File: src/rtl/cpu_defs.sv
// rtl/cpu_defs.sv - shared opcode constants, fetch FSM encoding and predecode helpers
//
// Purpose : constants and small pure functions shared by the fetch unit and
//           its instruction queue.
// Ports   : none (package).

package cpu_defs;

   // RV32 opcode / funct3 values needed by the fetch predecoder
   localparam logic [6:0]  OPC_JAL     = 7'b1101111;
   localparam logic [6:0]  OPC_JALR    = 7'b1100111;
   localparam logic [6:0]  OPC_BRANCH  = 7'b1100011;
   localparam logic [2:0]  FUNCT3_JALR = 3'b000;
   localparam logic [31:0] OP_NOP      = 32'h0000_0013;

   // Fetch FSM state encoding
   localparam logic [1:0] FS_RUN      = 2'd0;
   localparam logic [1:0] FS_WAIT_JMP = 2'd1;
   localparam logic [1:0] FS_WAIT_BR  = 2'd2;

   typedef struct packed {
      logic is_jmp;
      logic is_br;
   } predec_t;

   // Reverse the byte order of a 32-bit word (memory order <-> instruction order)
   function automatic logic [31:0] bswap32(input logic [31:0] w);
      return {w[7:0], w[15:8], w[23:16], w[31:24]};
   endfunction

   // Classify an instruction as an unconditional jump or a conditional branch
   function automatic predec_t predecode(input logic [31:0] inst);
      predec_t p;
      p.is_br  = (inst[6:0] == OPC_BRANCH);
      p.is_jmp = (inst[6:0] == OPC_JAL) ||
                 ((inst[6:0] == OPC_JALR) && (inst[14:12] == FUNCT3_JALR));
      return p;
   endfunction

endpackage

File: src/rtl/cpu_if_queue.sv
// rtl/cpu_if_queue.sv - parametrised circular FIFO holding fetched {pc, inst} entries
//
// Purpose : DEPTH-entry circular buffer with synchronous flush. DEPTH must be
//           a power of two (pointers wrap naturally) and at least 2.
// Ports   : clk, rst_n   clock and asynchronous active-low reset
//           push, wdata  write wdata at the tail (ignored when full)
//           pop          advance the head (ignored when empty)
//           flush        empty the queue on the next edge; wins over push/pop
//           rdata        head entry, combinational
//           count        occupancy, 0..DEPTH
//           full, empty  occupancy flags

module cpu_if_queue
   import cpu_defs::*;
#(
   parameter int WIDTH = 64,
   parameter int DEPTH = 4
) (
   input  logic                     clk,
   input  logic                     rst_n,
   input  logic                     push,
   input  logic [WIDTH-1:0]         wdata,
   input  logic                     pop,
   input  logic                     flush,
   output logic [WIDTH-1:0]         rdata,
   output logic [$clog2(DEPTH):0]   count,
   output logic                     full,
   output logic                     empty
);

   localparam int AW = $clog2(DEPTH);
   localparam logic [AW:0] CNT_ONE  = (AW+1)'(1);
   localparam logic [AW:0] CNT_FULL = (AW+1)'(DEPTH);

   logic [AW-1:0]    wr_ptr_q, rd_ptr_q;
   logic [AW:0]      count_q;
   logic [WIDTH-1:0] mem_q [DEPTH];
   logic             do_push, do_pop;

   assign full    = (count_q == CNT_FULL);
   assign empty   = (count_q == '0);
   assign do_push = push & ~full;
   assign do_pop  = pop & ~empty;
   assign count   = count_q;
   assign rdata   = mem_q[rd_ptr_q];

   always_ff @(posedge clk or negedge rst_n) begin
      if (!rst_n) begin
         wr_ptr_q <= '0;
         rd_ptr_q <= '0;
         count_q  <= '0;
      end else if (flush) begin
         wr_ptr_q <= '0;
         rd_ptr_q <= '0;
         count_q  <= '0;
      end else begin
         if (do_push) wr_ptr_q <= wr_ptr_q + AW'(1);
         if (do_pop)  rd_ptr_q <= rd_ptr_q + AW'(1);
         // Simultaneous push and pop leaves the occupancy unchanged
         case ({do_push, do_pop})
            2'b10:   count_q <= count_q + CNT_ONE;
            2'b01:   count_q <= count_q - CNT_ONE;
            default: count_q <= count_q;
         endcase
      end
   end

   // Storage needs no reset: an entry is only visible once count covers it
   always_ff @(posedge clk) begin
      if (do_push && !flush) mem_q[wr_ptr_q] <= wdata;
   end

endmodule

File: src/rtl/cpu_if_fq.sv
// rtl/cpu_if_fq.sv - instruction fetch unit with a QDEPTH-entry queue to the decoder
//
// Purpose : drives the PC to the icache, captures hits into a queue, stops
//           fetching after a predecoded jump/branch until a redirect arrives,
//           and hands instructions to the decoder over valid/ready.
// Ports   : clk, rst_n           clock, asynchronous active-low reset
//           rdy                  global enable, low freezes everything
//           ic_req_out/ic_pc_out fetch request and address to the icache
//           ic_hit/ic_inst       same-cycle hit and word (memory byte order)
//           jmp_en/jmp_addr      NJMP ALU jump redirect sources
//           br_en/br_addr        branch-resolution redirect
//           dec_valid/dec_pc/dec_inst/dec_ready  decoder handshake
//           q_count_out          queue occupancy

module cpu_if_fq
   import cpu_defs::*;
#(
   parameter int              XLEN     = 32,
   parameter int              QDEPTH   = 4,
   parameter int              NJMP     = 2,
   parameter logic [XLEN-1:0] RESET_PC = '0,
   parameter bit              BSWAP    = 1'b1
) (
   input  logic                     clk,
   input  logic                     rst_n,
   input  logic                     rdy,
   output logic                     ic_req_out,
   output logic [XLEN-1:0]          ic_pc_out,
   input  logic                     ic_hit,
   input  logic [31:0]              ic_inst,
   input  logic [NJMP-1:0]          jmp_en,
   input  logic [NJMP*XLEN-1:0]     jmp_addr,
   input  logic                     br_en,
   input  logic [XLEN-1:0]          br_addr,
   output logic                     dec_valid,
   output logic [XLEN-1:0]          dec_pc,
   output logic [31:0]              dec_inst,
   input  logic                     dec_ready,
   output logic [$clog2(QDEPTH):0]  q_count_out
);

   localparam int QW = XLEN + 32;

   logic [XLEN-1:0]         pc_q, pc_d;
   logic [1:0]              state_q, state_d;
   logic [31:0]             inst;
   predec_t                 pd;
   logic                    redirect;
   logic [XLEN-1:0]         jmp_target, redir_target;
   logic                    req_int, dv_int, push, pop;
   logic [QW-1:0]           q_rdata;
   logic [$clog2(QDEPTH):0] q_count;
   logic                    q_full, q_empty;

   assign inst = BSWAP ? bswap32(ic_inst) : ic_inst;
   assign pd   = predecode(inst);

   // Lowest-index asserted jump source wins: scan downwards so it is written last
   always_comb begin
      jmp_target = '0;
      for (int i = NJMP - 1; i >= 0; i--) begin
         if (jmp_en[i]) jmp_target = jmp_addr[i*XLEN +: XLEN];
      end
   end

   assign redirect     = rdy & (br_en | (|jmp_en));
   assign redir_target = br_en ? br_addr : jmp_target;

   assign req_int = rdy & (state_q == FS_RUN) & ~q_full & ~redirect;
   assign push    = req_int & ic_hit;
   assign dv_int  = rdy & ~q_empty & ~redirect;
   assign pop     = dv_int & dec_ready;

   // Handshake outputs are forced low while reset is asserted, even when rdy is high
   assign ic_req_out  = req_int & rst_n;
   assign dec_valid   = dv_int & rst_n;
   assign ic_pc_out   = pc_q;
   assign q_count_out = q_count;
   // Head contents are masked when empty so stale storage never leaks out
   assign dec_pc      = q_empty ? '0 : q_rdata[QW-1:32];
   assign dec_inst    = q_empty ? '0 : q_rdata[31:0];

   always_comb begin
      pc_d    = pc_q;
      state_d = state_q;
      if (redirect) begin
         pc_d    = redir_target;
         state_d = FS_RUN;
      end else if (push) begin
         pc_d = pc_q + XLEN'(4);
         // Stop fetching down a speculative path until the redirect resolves it
         if (pd.is_br)       state_d = FS_WAIT_BR;
         else if (pd.is_jmp) state_d = FS_WAIT_JMP;
         else                state_d = FS_RUN;
      end
   end

   always_ff @(posedge clk or negedge rst_n) begin
      if (!rst_n) begin
         pc_q    <= RESET_PC;
         state_q <= FS_RUN;
      end else begin
         pc_q    <= pc_d;
         state_q <= state_d;
      end
   end

   cpu_if_queue #(
      .WIDTH (QW),
      .DEPTH (QDEPTH)
   ) u_queue (
      .clk   (clk),
      .rst_n (rst_n),
      .push  (push),
      .wdata ({pc_q, inst}),
      .pop   (pop),
      .flush (redirect),
      .rdata (q_rdata),
      .count (q_count),
      .full  (q_full),
      .empty (q_empty)
   );

endmodule
File: config.mk
export PLATFORM = sky130hd
export DESIGN_NAME = cpu_if_fq
export DESIGN_NICKNAME = d
export VERILOG_FILES = /design/src/rtl/cpu_defs.sv /design/src/rtl/cpu_if_queue.sv /design/src/rtl/cpu_if_fq.sv
export SDC_FILE = /design/constraint.sdc
export NUM_CORES = 1
export LEC_CHECK = 0
export BUFFER_PORTS_ARGS = -buffer_cell sky130_fd_sc_hd__buf_2
export CAP_MARGIN = 20
export CORE_UTILIZATION = 55
export DETAILED_ROUTE_END_ITERATION = 10
export GPL_TIMING_DRIVEN = 0
export PLACE_DENSITY = 0.77
export SYNTH_ARGS = -nofsm -noshare
export SYNTH_HDL_FRONTEND = slang
export SYNTH_SLANG_ARGS = --single-unit
export TNS_END_PERCENT = 50
File: constraint.sdc
create_clock -name clk -period 8.9 [get_ports clk]
set_clock_uncertainty 0.1 [all_clocks]
set_input_delay 0.89 -clock clk [delete_from_list [all_inputs] [get_ports clk]]
set_output_delay 0.89 -clock clk [all_outputs]
set_load 0.03 [all_outputs]
# After elaboration in Yosys (flattened, before gate mapping)
# Memories as Yosys holds them, arrays and structs flattened.
# Cells that the tools add are included.
# word_totals
out_inout_bits,101
regBits,41
ram_bits,256
memories,1
input_bits,136
word_cells,64
# memory_table
memory,depth,width,read_ports,rd_clocked_by_memory_dff,wr,line,source
u_queue.mem_q,4,64,1,0,1,cpu_if_queue.sv:37,logic [WIDTH-1:0] mem_q [DEPTH];
# op_classes
bitwise_logic,16
muxes,19
eq_ne,6
n_reduce_logical,12
addsub,5
# op_table
cell,n
2-to-1 mux 32 bit,7
adder 32 x 3 -> 32 bit (second input constant),1
equality test 7 bit (second input constant),3
2-to-1 mux 2 bit,7
bitwise AND 1 bit,12
logical NOT 3 bit,2
case mux 3 bit (2 select lines),1
nonzero test 2 bit,3
adder 2 x 1 -> 2 bit (second input constant),2
adder 3 x 1 -> 3 bit (second input constant),1
equality test 3 bit (second input constant),1
2-to-1 mux 1 bit,3
2-to-1 mux 3 bit,1
NOT 1 bit,3
nonzero test 3 bit,1
subtractor 3 x 1 -> 3 bit (second input constant),1
equality test 2 x 1 -> 1 bit (second input constant),1
equality test 2 bit (second input constant),1
logical AND 1 bit,2
logical NOT 2 bit,1
OR reduction 2 bit,1
logical NOT 1 bit,1
logical OR 1 bit,1
OR 1 bit,1

# Logic depth before layout (Yosys ltp)
# logic_depth
depth_word,10
ltp_mapped,9
ltp_nobuf,7

# Cells and area by module
# Synthesis repeated with hierarchy kept, for this count alone.
# hier_totals
cells_unflattened,790
area_unflattened_um2,12931.2
# modules_own_cells
module,seq_area_each_um2,area_each_um2,cells_per_inst,n_inst
cpu_if_queue,7862.5,9781.9,398,1
cpu_if_fq,850.8,3149.3,392,1

# Least setup slack after synthesis
# OpenSTA, ideal clock, no wires.
# synth_timing
kind,input-to-reg
startpoint,input jmp_en[0]
endpoint,"memory u_queue.mem_q[0][0], enable pin"
n_path_buf,2
slack_ps,5076
setup_ps,429
path_stages,5
required_ps,8371
arrival_ps,3295
path_cell_list,buf_2 nor3_1 and3_1 buf_2 and2_1
# synth_via
elab_chain_cells,10
elab_cells_between_ends,11
cone_classes,mux: 2; bitwise: 6; reduce/logical: 3
# synth_lines
item,line,source
"start, declared",cpu_if_fq.sv:31,"input logic [NJMP-1:0] jmp_en,"
OR reduction 2 bit *,cpu_if_fq.sv:66,assign redirect = rdy & (br_en | (|jmp_en));
OR 1 bit *,cpu_if_fq.sv:66,
bitwise AND 1 bit *,cpu_if_fq.sv:66,
NOT 1 bit,cpu_if_fq.sv:69,assign req_int = rdy & (state_q == FS_RUN) & ~q_full & ~redirect;
bitwise AND 1 bit,cpu_if_fq.sv:69,
bitwise AND 1 bit,cpu_if_fq.sv:70,assign push = req_int & ic_hit;
bitwise AND 1 bit,cpu_if_queue.sv:42,assign do_push = push & ~full;
logical AND 1 bit *,cpu_if_queue.sv:70,if (do_push && !flush) mem_q[wr_ptr_q] <= wdata;
2-to-1 mux 1 bit *,cpu_if_queue.sv:70,
2-to-1 mux 1 bit (implied by the code) *,cpu_if_queue.sv:70,
"end, declared",cpu_if_queue.sv:37,
# Mark *: on every way between the ends. The rest lies on a longest branch, timed or not.

# Worst setup path in the final report
# layout_timing
startpoint,input rst_n
endpoint,output ic_req_out
# layout_via
elab_chain_cells,1
# layout_lines
item,line,source
"start, declared",cpu_if_fq.sv:25,"input logic rst_n,"
bitwise AND 1 bit,cpu_if_fq.sv:75,assign ic_req_out = req_int & rst_n;
"end, declared",cpu_if_fq.sv:27,"output logic ic_req_out,"
# No other way between the ends.

==> results.txt <==
----------------------------------------------------
[Run status]
  Result of the run ... complete, no violations

[Power]
  Sequential share of power ... 0.478
  Net switching fraction of the power ... 0.263
  Cell area power density ... 221 nW/um^2
  Switching power ... 0.884 mW
  Pwr Total ... 3.37 mW
  Int Power ... 2.48 mW
  Part of the total power dissipated in combinational logic ... 0.147
  Worst ir drop on vdd ... 132 uV
  Leak ... 5.51 nW
  Share of total power in the clock network ... 0.375

[Min path]
  Class of the tightest hold or removal check ... input pin to async pin

[CTS]
  Maximum clock insertion buffer count ... 3
  Skew-Pair Late Insertion Delay ... 0.54 ns
  Count of clock tree sinks ... 297
  Clock tree from TritonCTS ... done
  Number of gates given a new drive strength after cts ... 0
  Hold-fix buffers, CTS ... 0
  Clock root cell ... clkbuf_16
  Clock H-tree levels ... 1
  CTS clk-pin slew, worst paths ... 0.06 ns
  Postcts setup bufs ... 0
  Clock buffers created by TritonCTS ... 30

[Yosys]
  Yosys warning total ... 0
  Number of synthesized flops with an enable pin ... 256
  Post-synthesis sequential area ratio ... 0.692
  Most common flop cell mapped by yosys ... edfxtp_1
  Count of unique library cells instantiated by Yosys ... 45
  Number of nets in the synthesized netlist ... 905
  Synthesized instance count ... 763
  Mean instance size in the synthesized netlist ... 16.5 um^2
  Area of the mapped netlist ... 12600 um^2
  Async set or reset register ratio after synthesis ... 0.138
  Number of flip-flops and latches in the synthesized netlist ... 297

[STA]
  Setup Total Neg Slack ... 0 ns
  # setup viols final ... 0
  Max-slew violations ... 0
  Worst slew margin ... 0.336
  Unrepaired setup endpoints after global routing ... no
  Maximum frequency from static timing analysis ... 260 MHz
  Final period utilization ... 0.433
  Transition time at the pin with the least slew margin ... 0.996 ns
  Final hold violation count ... 0
  Minimum clock period ... 3.85 ns

[Routing]
  DR vias/cell ... 6.02
  Iter 0 DRT Violations ... 709
  Antenna-violating nets left ... 0
  Number of remaining DRC errors ... 0
  WL final ... 31000 um
  Routed via count ... 8078
  Wirelength per Cell ... 23.1 um
  DR pass1 iterations ... 5

[Cells and area]
  Post-route standard cell area excluding fillers ... 15200 um^2
  Most frequent cells in the layout ... edfxtp_1, buf_2, and2_1
  Number of filler instances in the final layout ... 1587
  Most frequent standard cell in the layout excluding fill and tap cells ... edfxtp_1
  Total number of nets in the final design ... 1176
  Area grow syn2layout ... 21.0%
  Fraction of layout cells with a size suffix above 1 ... 0.353

[Place]
  Global placer's final weighted congestion ... 0.888
  Hpwl dp ... 21500 um
  Placed inst area ... 14200 um^2
  Number of port buffers ... 235

[Setup path]
  Worst endpoint required time ... 7.91 ns
  Kind of critical path ... input pin to output port
  FF-to-FF path depth ... 5
  Data arrival time of the worst path ... 2.86 ns
  Kind of end point of the critical path ... output port
  Biggest fanout along the worst timing path ... 42
  Worst setup SP type ... input pin
  Startpoint of the worst register-to-register path ... state_q[1]
  Worst R2R End ... u_queue.mem_q[0][13]
  R2R Setup Slk ... 6.39 ns

[Floorplanning]
  Overall die area ... 23500 um^2
  Core area ... 22600 um^2
  Die Wd ... 153 um
  IO Count ... 237
  Initial core utilization ... 0.558
  Row count ... 55
  Die Y ... 153 um

[Global route]
  Largest net degree at the start of global routing ... 53
  Wire length of the first global-routing pass ... 47000 um
  Gr ovfl total ... 0
  Gr usage total ... 0.268
  Number of global-route vias before repair ... 8103
  Number of antenna violations at the first check in global routing ... 1

[Job]
  Max-cap check violation count ... 0

----------------------------------------------------
## critical path: stages
cell and delay, ns:
buf_2 0.74, nand3_1 0.26, nor4b_1 0.62, buf_2 0.32
## kinds of logic (layout without fill, tap and decap cells)
kind of cell	Yosys count	after routing	share of synthesized area
other cells	0	1	0
mux	66	66	0.116
xor+xnor	20	20	0.0139
simple gates	205	205	0.0940
buf+inv	55	347	0.0178
compound gates	114	114	0.0599
fa+ha+maj	6	6	0.00656
flops	297	297	0.692
## cell usage after synthesis (all sizes together), types with 3 or more instances
master | instances | share of area
o21ai | 11 | 0.0044
edfxtp | 256 | 0.61
or4 | 3 | 0.0018
nand2 | 24 | 0.0072
inv | 7 | 0.0021
dfrtp | 41 | 0.081
or3 | 5 | 0.0029
xnor2 | 5 | 0.0035
mux4 | 64 | 0.11
a22oi | 31 | 0.018
a21oi | 28 | 0.011
clkbuf | 32 | 0.0095
nor3 | 8 | 0.0032
ha | 5 | 0.0050
and3 | 5 | 0.0026
nand3 | 20 | 0.0099
a31oi | 7 | 0.0035
buf | 16 | 0.0062
a211oi | 27 | 0.016
nor2 | 41 | 0.013
nand4 | 17 | 0.0094
xor2 | 15 | 0.010
and2 | 73 | 0.036
## metrics by stage
step / cells / utilization / hold WS [ns] / setup WS, ns
2_1_floorplan: 763 / - / 0.377 / 5.08
3_3_place_gp: 1283 / 0.626 / 0.435 / 3.59
3_5_place_dp: 1287 / 0.631 / 0.442 / 5.02
4_1_cts: 1340 / 0.675 / 0.444 / 5.00
5_1_grt: 1341 / 0.675 / 0.456 / 4.91
6_report: 1341 / 0.675 / 0.423 / 5.05
## registers in the layout (all words and copies together) (netlist names)
register          cells
u_queue.wr_ptr_q      2
ic_pc_out            32
state_q               2
u_queue.count         3
u_queue.rd_ptr_q      2
u_queue.mem_q       256
## worst max path at each step
stage | startpoint | to | slack, ns
2_1_floorplan | jmp_en[0] | u_queue.mem_q[0][0] | 5.08
3_3_place_gp | jmp_en[0] | u_queue.mem_q[1][19] | 3.59
5_1_grt | rst_n | ic_req_out | 4.91
4_1_cts | rst_n | ic_req_out | 5.00
6_report | rst_n | ic_req_out | 5.05
3_5_place_dp | rst_n | ic_req_out | 5.02
## area by class of cell
class	instances	area, um^2	area share
Multi-Input combinational cell	411	3670	0.241
Clock buffer	36	795	0.0521
Inverter	7	26.3	0.00172
Clock inverter	17	201	0.0132
Buffer	48	198	0.0130
Timing Repair Buffer	239	1290	0.0844
Sequential cell	297	8710	0.571
Tap cell	285	357	0.0234
Antenna cell	1	2.50	0.000164
## metal layers
layer,global-route usage,vias up,share of wire
li1,-,3557,-
met1,0.358,3989,0.39
met2,0.453,461,0.50
met3,0.0383,71,0.081
met4,0.0986,0,0.037
met5,0,-,0
## power by group through the flow
stage,Combinational (mW),Clock (mW),Sequential (mW)
after floorplan,0.271,0,1.66
after global placement,0.490,0,1.63
after detailed placement,0.497,0,1.64
after CTS,0.499,1.28,1.61
after global routing,0.529,1.33,1.61
final,0.496,1.26,1.61
Note: power is estimated with default switching activity, not from simulation.
